### config.mk
export PLATFORM = sky130hd
export DESIGN_NAME = multi_level_thresh
export DESIGN_NICKNAME = d
export VERILOG_FILES = /design/src/rtl/multi_level_thresh.sv
export SDC_FILE = /design/constraint.sdc
export NUM_CORES = 1
export LEC_CHECK = 0
export BUFFER_PORTS_ARGS = -buffer_cell sky130_fd_sc_hd__buf_4
export CORE_UTILIZATION = 50
export DETAILED_ROUTE_END_ITERATION = 6
export PLACE_DENSITY = 0.84
export RECOVER_POWER = 25
export SLEW_MARGIN = 20
export SYNTH_ARGS = -nofsm -noshare
export SYNTH_HDL_FRONTEND = slang
export SYNTH_SLANG_ARGS = --single-unit
export TNS_END_PERCENT = 20
### constraint.sdc
create_clock -name iClk -period 6.25 [get_ports iClk]
set_clock_uncertainty 0.15 [all_clocks]
set_input_delay 0 -clock iClk [delete_from_list [all_inputs] [get_ports iClk]]
set_output_delay 0 -clock iClk [all_outputs]
set_load 0.03 [all_outputs]
### src/rtl/multi_level_thresh.sv
// multi_level_thresh: frame-latched split, ramped and multi-level thresholding
// for the camera pixel path, with a fixed two-cycle latency and no back-pressure.
module multi_level_thresh #(
   parameter int DATA_W     = 8,
   parameter int COORD_W    = 16,
   parameter int NUM_LEVELS = 4,
   parameter int SPLIT_Y    = 240,
   parameter int BAND_LOG2  = 6,
   parameter int FRAC_W     = 20
) (
   input  logic                                 iClk,
   input  logic                                 iRst_n,
   input  logic                                 iValid,
   input  logic [DATA_W-1:0]                    iGray,
   input  logic [COORD_W-1:0]                   iX_Cont,
   input  logic [COORD_W-1:0]                   iY_Cont,
   input  logic [1:0]                           iMode,
   input  logic [DATA_W-1:0]                    iThreshTop,
   input  logic [DATA_W-1:0]                    iThreshBot,
   input  logic [(NUM_LEVELS-1)*DATA_W-1:0]     iQThresh,
   output logic [DATA_W-1:0]                    oPixel,
   output logic [$clog2(NUM_LEVELS)-1:0]        oLevel,
   output logic                                 oValid,
   output logic [COORD_W-1:0]                   oX_Cont,
   output logic [COORD_W-1:0]                   oY_Cont
);

   localparam int LVL_W  = $clog2(NUM_LEVELS);
   localparam int NQ     = NUM_LEVELS - 1;
   localparam int ACC_W  = DATA_W + FRAC_W + 2;
   localparam int BAND_H = 1 << BAND_LOG2;
   localparam logic [COORD_W-1:0] SPLIT_ROW = COORD_W'(SPLIT_Y);
   localparam logic [COORD_W-1:0] BAND_LO   = COORD_W'(SPLIT_Y - BAND_H);
   localparam logic [COORD_W-1:0] BAND_HI   = COORD_W'(SPLIT_Y + BAND_H);

   typedef enum logic [1:0] {
      MODE_SPLIT = 2'd0,
      MODE_RAMP  = 2'd1,
      MODE_QUANT = 2'd2,
      MODE_RSVD  = 2'd3
   } modeT;

   typedef enum logic [1:0] {
      RAMP_TOP    = 2'd0,
      RAMP_BAND   = 2'd1,
      RAMP_BOTTOM = 2'd2
   } rampStateT;

   logic                         frameStart;
   logic                         lineStart;
   modeT                         shMode;
   logic [DATA_W-1:0]            shTop;
   logic [DATA_W-1:0]            shBot;
   logic [NQ*DATA_W-1:0]         shQ;
   logic [DATA_W-1:0]            effTop;
   logic [DATA_W-1:0]            effBot;
   logic signed [DATA_W:0]       threshDiff;
   logic signed [ACC_W-1:0]      diffWide;
   logic signed [ACC_W-1:0]      step;
   logic signed [ACC_W-1:0]      topAcc;
   logic signed [ACC_W-1:0]      botAcc;
   logic signed [ACC_W-1:0]      acc;
   logic signed [ACC_W-1:0]      accNext;
   logic signed [ACC_W-1:0]      accSum;
   logic                         accOvershoot;
   rampStateT                    rampState;
   rampStateT                    rampNext;
   logic                         s1Valid;
   logic [DATA_W-1:0]            s1Gray;
   logic [COORD_W-1:0]           s1X;
   logic [COORD_W-1:0]           s1Y;
   logic [DATA_W-1:0]            rampThr;
   logic [DATA_W-1:0]            splitThr;
   logic [LVL_W-1:0]             qLevel;
   logic [LVL_W*DATA_W-1:0]      qRep;
   logic [DATA_W-1:0]            nextPixel;
   logic [LVL_W-1:0]             nextLevel;

   assign frameStart = iValid && (iX_Cont == '0) && (iY_Cont == '0);
   assign lineStart  = iValid && (iX_Cont == '0);

   // The frame-start pixel already uses the freshly presented settings.
   assign effTop = frameStart ? iThreshTop : shTop;
   assign effBot = frameStart ? iThreshBot : shBot;

   assign threshDiff   = $signed({1'b0, effBot}) - $signed({1'b0, effTop});
   assign diffWide     = {{(ACC_W-DATA_W-1){threshDiff[DATA_W]}}, threshDiff};
   assign step         = (diffWide <<< FRAC_W) >>> (BAND_LOG2 + 1);
   assign topAcc       = $signed({2'b00, effTop, {FRAC_W{1'b0}}});
   assign botAcc       = $signed({2'b00, effBot, {FRAC_W{1'b0}}});
   assign accSum       = acc + step;
   assign accOvershoot = step[ACC_W-1] ? (accSum < botAcc) : (accSum > botAcc);
   assign rampThr      = acc[FRAC_W +: DATA_W];

   // Shadow copies of mode and thresholds, reloaded only at frame start so mid-frame writes cannot tear.
   always_ff @(posedge iClk or negedge iRst_n) begin
      if (!iRst_n) begin
         shMode <= MODE_SPLIT;
         shTop  <= '0;
         shBot  <= '0;
         shQ    <= '0;
      end else if (frameStart) begin
         shMode <= modeT'(iMode);
         shTop  <= iThreshTop;
         shBot  <= iThreshBot;
         shQ    <= iQThresh;
      end
   end

   // Ramp FSM next state: region picked from the row at each line start, band rows step and saturate at Bot.
   always_comb begin
      rampNext = rampState;
      accNext  = acc;
      if (frameStart) begin
         rampNext = RAMP_TOP;
         accNext  = topAcc;
      end else if (lineStart) begin
         if (iY_Cont <= BAND_LO) begin
            rampNext = RAMP_TOP;
            accNext  = topAcc;
         end else if (iY_Cont >= BAND_HI) begin
            rampNext = RAMP_BOTTOM;
            accNext  = botAcc;
         end else begin
            rampNext = RAMP_BAND;
            accNext  = accOvershoot ? botAcc : accSum;
         end
      end
   end

   // Ramp FSM state and accumulator; the accumulator is aligned with the stage-1 pixel.
   always_ff @(posedge iClk or negedge iRst_n) begin
      if (!iRst_n) begin
         rampState <= RAMP_TOP;
         acc       <= '0;
      end else begin
         rampState <= rampNext;
         acc       <= accNext;
      end
   end

   // Stage 1 captures the pixel and its coordinates whenever the input is qualified.
   always_ff @(posedge iClk or negedge iRst_n) begin
      if (!iRst_n) begin
         s1Valid <= 1'b0;
         s1Gray  <= '0;
         s1X     <= '0;
         s1Y     <= '0;
      end else begin
         s1Valid <= iValid;
         if (iValid) begin
            s1Gray <= iGray;
            s1X    <= iX_Cont;
            s1Y    <= iY_Cont;
         end
      end
   end

   // Stage 2 decision: split/ramp binarise against one threshold, quantiser counts exceeded slices.
   always_comb begin
      splitThr  = (s1Y < SPLIT_ROW) ? shTop : shBot;
      qLevel    = '0;
      for (int k = 0; k < NQ; k++) begin
         if (s1Gray >= shQ[k*DATA_W +: DATA_W]) begin
            qLevel = qLevel + LVL_W'(1);
         end
      end
      qRep      = {DATA_W{qLevel}};
      nextPixel = '0;
      nextLevel = '0;
      case (shMode)
         MODE_RAMP: begin
            nextPixel = (s1Gray >= rampThr) ? {DATA_W{1'b1}} : {DATA_W{1'b0}};
         end
         MODE_QUANT: begin
            nextLevel = qLevel;
            nextPixel = qRep[LVL_W*DATA_W-1 -: DATA_W];
         end
         default: begin
            nextPixel = (s1Gray >= splitThr) ? {DATA_W{1'b1}} : {DATA_W{1'b0}};
         end
      endcase
   end

   // Output registers follow the valid flag every cycle and otherwise hold the last pixel.
   always_ff @(posedge iClk or negedge iRst_n) begin
      if (!iRst_n) begin
         oValid  <= 1'b0;
         oPixel  <= '0;
         oLevel  <= '0;
         oX_Cont <= '0;
         oY_Cont <= '0;
      end else begin
         oValid <= s1Valid;
         if (s1Valid) begin
            oPixel  <= nextPixel;
            oLevel  <= nextLevel;
            oX_Cont <= s1X;
            oY_Cont <= s1Y;
         end
      end
   end

endmodule

==> flow_metrics.env, run 1 <==
export IMPL_synth_seq_area_share_pct=43.1
export IMPL_hp_class="input port to flop"
export IMPL_netlist_area_leader_share_pct=43.1
export IMPL_min_period_ns=6.55
export IMPL_cts_buffer_depth=2
export IMPL_gp_congestion=0.886
export IMPL_grt_first_pass_wirelength_mm=41.7
export IMPL_ys_seq_elements=137
export IMPL_placed_cell_area_sq_um=9730
export IMPL_pwr_density_cell_nw_per_um2=220
export IMPL_fp_dieW_um=128
export IMPL_grt_max_degree=77
export IMPL_drt_iter0_drc=754
export IMPL_portBuffers=127
export IMPL_synth_async_reset_ratio_pct=100
export IMPL_ys_warn_count=0
export IMPL_maxCapViolCount=1
export IMPL_hold_slack_ns=0.0581
export IMPL_drtAntennaViolNets=0
export IMPL_nFillCells=944
export IMPL_clkSinkCount=137
export IMPL_die_h_um=128
export IMPL_synth_largest_area_cell="dfrtp_1"
export IMPL_clock_root_buffer="clkbuf_16"
export IMPL_dp_slack_ns=-0.714
export IMPL_slew_violations=77
export IMPL_synthCells=771
export IMPL_dieArea_sq_um=16400
export IMPL_grt_usage_pct=34.0
export IMPL_grt_pass1_vias=7873
export IMPL_status="complete, but fails checks"
export IMPL_p_leak_uw=0.00556
export IMPL_wl_per_cell_um=21.0
export IMPL_drc=0
export IMPL_violations="capacitance limit, slew limit, setup timing"
export IMPL_setup_slack_ns=-0.304
export IMPL_seqCellArea_sq_um=3430
export IMPL_synth_flop_cell="dfrtp_1"
export IMPL_max_freq_mhz=153
export IMPL_placeableCoreArea_sq_um=15400
export IMPL_first_pass_iters=6
export IMPL_slew_headroom_pct=-174
export IMPL_multi_input_comb_area_sq_um=4350
export IMPL_cp_required_ns=6.46
export IMPL_pin_count=128
export IMPL_yosys_top_cells_area="dfrtp_1, ha_1, mux2_2"
export IMPL_via_per_inst=5.78
export IMPL_cts_tree="yes"
export IMPL_gr_total_overflow=0
export IMPL_syn_area_per_cell_sq_um=10.3
export IMPL_rsz0062_at_grt="yes"
export IMPL_finalWirelength_mm=27.1
export IMPL_endpoint_kind="flop"
export IMPL_final_area_sq_um=11400
export IMPL_numCtsBuffers=17
export IMPL_num_vias=7454
export IMPL_dp_hpwl_mm=15.6
export IMPL_cpMaxStageDelayCell="or4_4"
export IMPL_layout_drive_gt1_share_pct=34.1
export IMPL_cp_start_kind="input port"
export IMPL_finalSetupViolCount=17
export IMPL_ys_types=60
export IMPL_critPathMaxFanout=5
export IMPL_start_util_pct=51.7
export IMPL_num_rows=45
export IMPL_crit_buf_inv=3
export IMPL_synthesis_area_sq_um=7950
export IMPL_slowest_delay_ns=0.55
export IMPL_insertion_delay_ns=0.43
export IMPL_crit_arrival_ns=6.77
export IMPL_antenna_found_initial=0
export IMPL_tightest_slew_ns=4.11
export IMPL_worstSetupPathType="input port to flop"
export IMPL_area_delta_synth_final_pct=43.5
export IMPL_nets=1221
export IMPL_r2r_slack_ns=0.07
export IMPL_cp_common_cell="maj3_2"
export IMPL_path_clk_slew_ns=0.06
export IMPL_final_hold_viol_count=0
export IMPL_crit_family="compound AO/OA/AOI/OAI gates"
export IMPL_cts_max_level=4
export IMPL_ir_drop_v=0.000211
export IMPL_fin_crit_sh_pct=105
export IMPL_syn_nets=926
export IMPL_synth_edf_count=0
[where the power goes]
part / internal, uW / switching [uW] / leakage [uW]
clock: 678 / 430 / 0.000309
combinational: 197 / 203 / 0.00365
sequential: 947 / 54.7 / 0.00161
total: 1820 / 688 / 0.00556
[tightest hold or removal path, delay by kind of cell]
kind | cells | cell delay (ns)
and+or+nand+nor | 2 | 0.21
buffers and inverters | 3 | 0.37
[cell usage after synthesis (4+ instances only)]
library cell and instances:
xor2_1 4, maj3_1 10, nor2_1 25, nor2b_1 12
nand2_1 87, dfrtp_1 137, nor4_1 7, a211oi_1 5
buf_4 7, o21ai_0 56, mux2i_1 20, xnor2_1 22
mux2_2 73, a21o_1 12, nand4_1 5, buf_1 6
buf_2 4, a21oi_1 37, nand3_1 11, clkbuf_1 12
a22o_1 6, nand2b_1 20, o21a_1 6, o22ai_1 6
nand3b_1 6, ha_1 68, inv_1 59
[through the flow]
stage	instances	TNS, ns	power (uW)	utilization [%]
after floorplan	771	-5.04	1180	-
after global placement	1166	-9.09	1340	63.3
after detailed placement	1166	-10.91	1350	63.3
after CTS	1285	-1.33	2470	73.6
after global routing	1289	-7.44	2580	74.2
final	1290	-3.56	2510	74.3
[flip-flops by register name (all words and copies together), names as in the netlist, 8 cells and up]
register,count
shTop,8
oY_Cont,16
shQ,24
s1Y,16
oX_Cont,16
s1X,16
acc,17
s1Gray,8
shBot,8
[kinds of logic after synthesis]
| family | share of synthesized area (%) |
|---|---|
| buffers and inverters | 4.69 |
| muxes | 13.0 |
| DFF | 43.1 |
| AOI/OAI and AO/OA | 11.3 |
| adders and majority gates | 12.7 |
| and+or+nand+nor | 12.3 |
| xor gates and xnor gates | 2.86 |
[path summary, 6_finish.rpt]
kind	start	to	depth (start not counted)
min in group asynchronous	iRst_n	shBot[4]	2
hold reg to reg	shQ[16]	shQ[16]	2
setup reg to reg	shBot[1]	acc[20]	27
max in group asynchronous	iRst_n	oY_Cont[0]	3
setup / recovery	iY_Cont[12]	acc[20]	31
hold / removal	iThreshBot[3]	shBot[3]	5
[layout make-up]
type / count / share of cell area [%]
Multi-Input combinational cell: 545 / 38.1
Sequential cell: 137 / 30.0
Timing Repair Buffer: 306 / 22.0
Clock buffer: 17 / 3.73
Tap cell: 211 / 2.31
Inverter: 59 / 1.94
Clock inverter: 14 / 1.85
Antenna cell: 1 / 0.0219
[repair_timing]
action | in CTS | in global routing
hold endpoints to repair | 161 | 0
setup buffers | 5 | 4
pin swaps | 19 | 6
hold buffers | 83 | 0
setup endpoints to repair | 17 | 17
gates resized for setup | 19 | 17
[layout by cell type (no fill, tap or decap), types with 6 or more instances in the layout]
cell type and instances:
buf_4 219, maj3_1 7, clkbuf_16 17, nand2b_1 20, xnor2_1 18, nand3_1 11, nand2_1 85, nor2b_1 12
o21ai_0 50, a22o_1 6, nand3b_1 6, inv_1 58, mux2i_1 16, mux2_2 72, nor2_1 24, a21oi_1 34
a21o_1 12, nor4_1 7, o22ai_1 6, ha_1 67, dfrtp_1 137, o21a_1 6, dlygate4sd3_1 83
[metal layers]
layer | vias up | part of all wire, % | global-route usage (%)
met3 | 176 | 7.6 | 8.68
met5 | - | 0 | 0
met2 | 469 | 49 | 58.7
met4 | 0 | 6.9 | 22.0
met1 | 3524 | 36 | 37.1
li1 | 3285 | - | -
No activity file was read; power rests on OpenSTA's default activity.
==> run 2: changes to the inputs <==
- CORE_UTILIZATION: 50 -> 30
- PLACE_DENSITY: 0.84 -> 0.58
==> run 2 against run 1 <==
The flow still finishes with violations (capacitance limit, slew limit, setup timing). Power is 5.3% lower. Routed wire length is 21% lower. Die area is 65% higher. Critical path depth stayed put. Global-route usage is 18 points lower. Register-to-register slack better by 0.20 ns. Sequential power hardly changed. Worst setup slack better by 0.20 ns. Cell count is 9.5% higher. Critical path type unchanged. Largest power group unchanged.
==> flow_metrics.env, run 2 (synthesized netlist as in run 1, its figures left out) <==
export IMPL_via_per_inst=4.61
export IMPL_min_period_ns=6.36
export IMPL_dieArea_sq_um=27200
export IMPL_drtAntennaViolNets=0
export IMPL_num_vias=6508
export IMPL_antenna_found_initial=0
export IMPL_first_pass_iters=4
export IMPL_path_clk_slew_ns=0.06
export IMPL_status="complete, but fails checks"
export IMPL_drt_iter0_drc=361
export IMPL_instances_no_fill=1412
export IMPL_top_register="shQ"
export IMPL_cpMaxStageDelayCell="or4_4"
export IMPL_grt_max_degree=85
export IMPL_slew_headroom_pct=-86.4
export IMPL_final_common_cell="buf_4"
export IMPL_gp_congestion=0.832
export IMPL_crit_arrival_ns=6.47
export IMPL_nFillCells=2422
export IMPL_start_util_pct=30.5
export IMPL_cts_tree="yes"
export IMPL_rsz0062_at_grt="yes"
export IMPL_die_h_um=165
export IMPL_gr_total_overflow=0
export IMPL_tightest_slew_ns=2.80
export IMPL_top_regs="shQ (24), acc (17)"
export IMPL_grt_pass1_vias=6552
export IMPL_hp_class="input port to flop"
export IMPL_max_freq_mhz=157
export IMPL_grt_usage_pct=16.2
export IMPL_maxCapViolCount=3
export IMPL_portBuffers=127
export IMPL_area_delta_synth_final_pct=43.2
export IMPL_seqCellArea_sq_um=3430
export IMPL_critPathMaxFanout=5
export IMPL_layout_drive_gt1_share_pct=31.3
export IMPL_final_hold_viol_count=0
export IMPL_clkSinkCount=137
export IMPL_finalWirelength_mm=21.6
export IMPL_insertion_delay_ns=0.43
export IMPL_cp_start_kind="input port"
export IMPL_num_rows=59
export IMPL_clock_root_buffer="clkbuf_16"
export IMPL_wl_per_cell_um=15.3
export IMPL_placeableCoreArea_sq_um=26100
export IMPL_fp_dieW_um=165
export IMPL_worstSetupPathType="input port to flop"
export IMPL_layout_common_cells="buf_4, dfrtp_1, nand2_1"
export IMPL_cts_buffer_depth=2
export IMPL_hold_slack_ns=0.0192
export IMPL_violations="capacitance limit, slew limit, setup timing"
export IMPL_pwr_density_cell_nw_per_um2=209
export IMPL_setup_slack_ns=-0.109
export IMPL_largest_reg_flops=24
export IMPL_drc=0
export IMPL_tns_ns=-0.632
export IMPL_numCtsBuffers=17
export IMPL_finalSetupViolCount=12
export IMPL_endpoint_kind="flop"
export IMPL_pin_count=128
export IMPL_p_leak_uw=0.00544
export IMPL_diodes=0
export IMPL_placed_cells=1286
export IMPL_multi_input_comb_area_sq_um=4290
export IMPL_cp_required_ns=6.36
export IMPL_fin_crit_sh_pct=102
export IMPL_nets=1219
export IMPL_slowest_delay_ns=0.56
export IMPL_slew_violations=140
export IMPL_dp_slack_ns=-0.769
export IMPL_ir_drop_v=0.000187
export IMPL_cts_max_level=4
export IMPL_dp_hpwl_mm=15.8
export IMPL_grt_first_pass_wirelength_mm=33.9
## run 2: area by class of cell
class                      instances  area share [%]
clock buffer                      17            3.74
clock inverter                    15            1.56
inverter                          59            1.94
multi-input combinational        545            37.7
sequential                       137            30.1
tap                              335            3.68
timing repair buffer             304            21.3
## run 2: per-layer routing
layer / vias up / share of wire (%) / track usage [%]
li1: 3286 / - / -
met1: 3074 / 45 / 20.6
met2: 122 / 50 / 27.7
met3: 26 / 3.1 / 2.94
met4: 0 / 1.8 / 4.80
met5: - / 0 / 0
## run 2: through the flow
step                      power [uW]  util [%]  cell area, sq um
final                           2380      43.7             11400
after global routing            2480      43.7             11400
after CTS                       2420      43.7             11400
after detailed placement        1350      37.8              9850
after global placement          1340      37.8              9850
after floorplan                 1180         -              8020
## run 2: power breakdown
part | total (uW) | switching, uW | internal (uW)
registers | 988 | 42.1 | 946
clock network | 1020 | 446 | 572
logic | 370 | 189 | 182
total | 2380 | 677 | 1700
## run 2: worst paths after layout
path | from | endpoint | slack [ns] | cells past startpoint
worst max-delay path | iY_Cont[12] | acc[26] | -0.11 | 31
worst min-delay path | iThreshTop[3] | shTop[3] | 0.02 | 4
worst max register to register | shBot[1] | acc[26] | 0.27 | 27
worst min register to register | shQ[16] | shQ[16] | 0.34 | 2
max in group asynchronous | iRst_n | shQ[9] | 2.71 | 4
min in group asynchronous | iRst_n | shTop[6] | 0.83 | 4
## run 2: worst max-delay path, delay by kind of cell
family	cells	cell delay, ns
AOI/OAI and AO/OA	7	1.12
xor gates and xnor gates	2	0.31
adders and majority gates	6	1.80
buffers and inverters	6	0.69
muxes	2	0.43
and+or+nand+nor	8	2.11
## run 2: timing repair
action / 4_1_cts / 5_1_grt
hold buffers: 84 / 0
pin swaps: 20 / 13
resized for setup: 15 / 15
endpoints found under the hold margin: 139 / 0
setup buffers: 6 / 5
endpoints found under the setup margin: 17 / 17
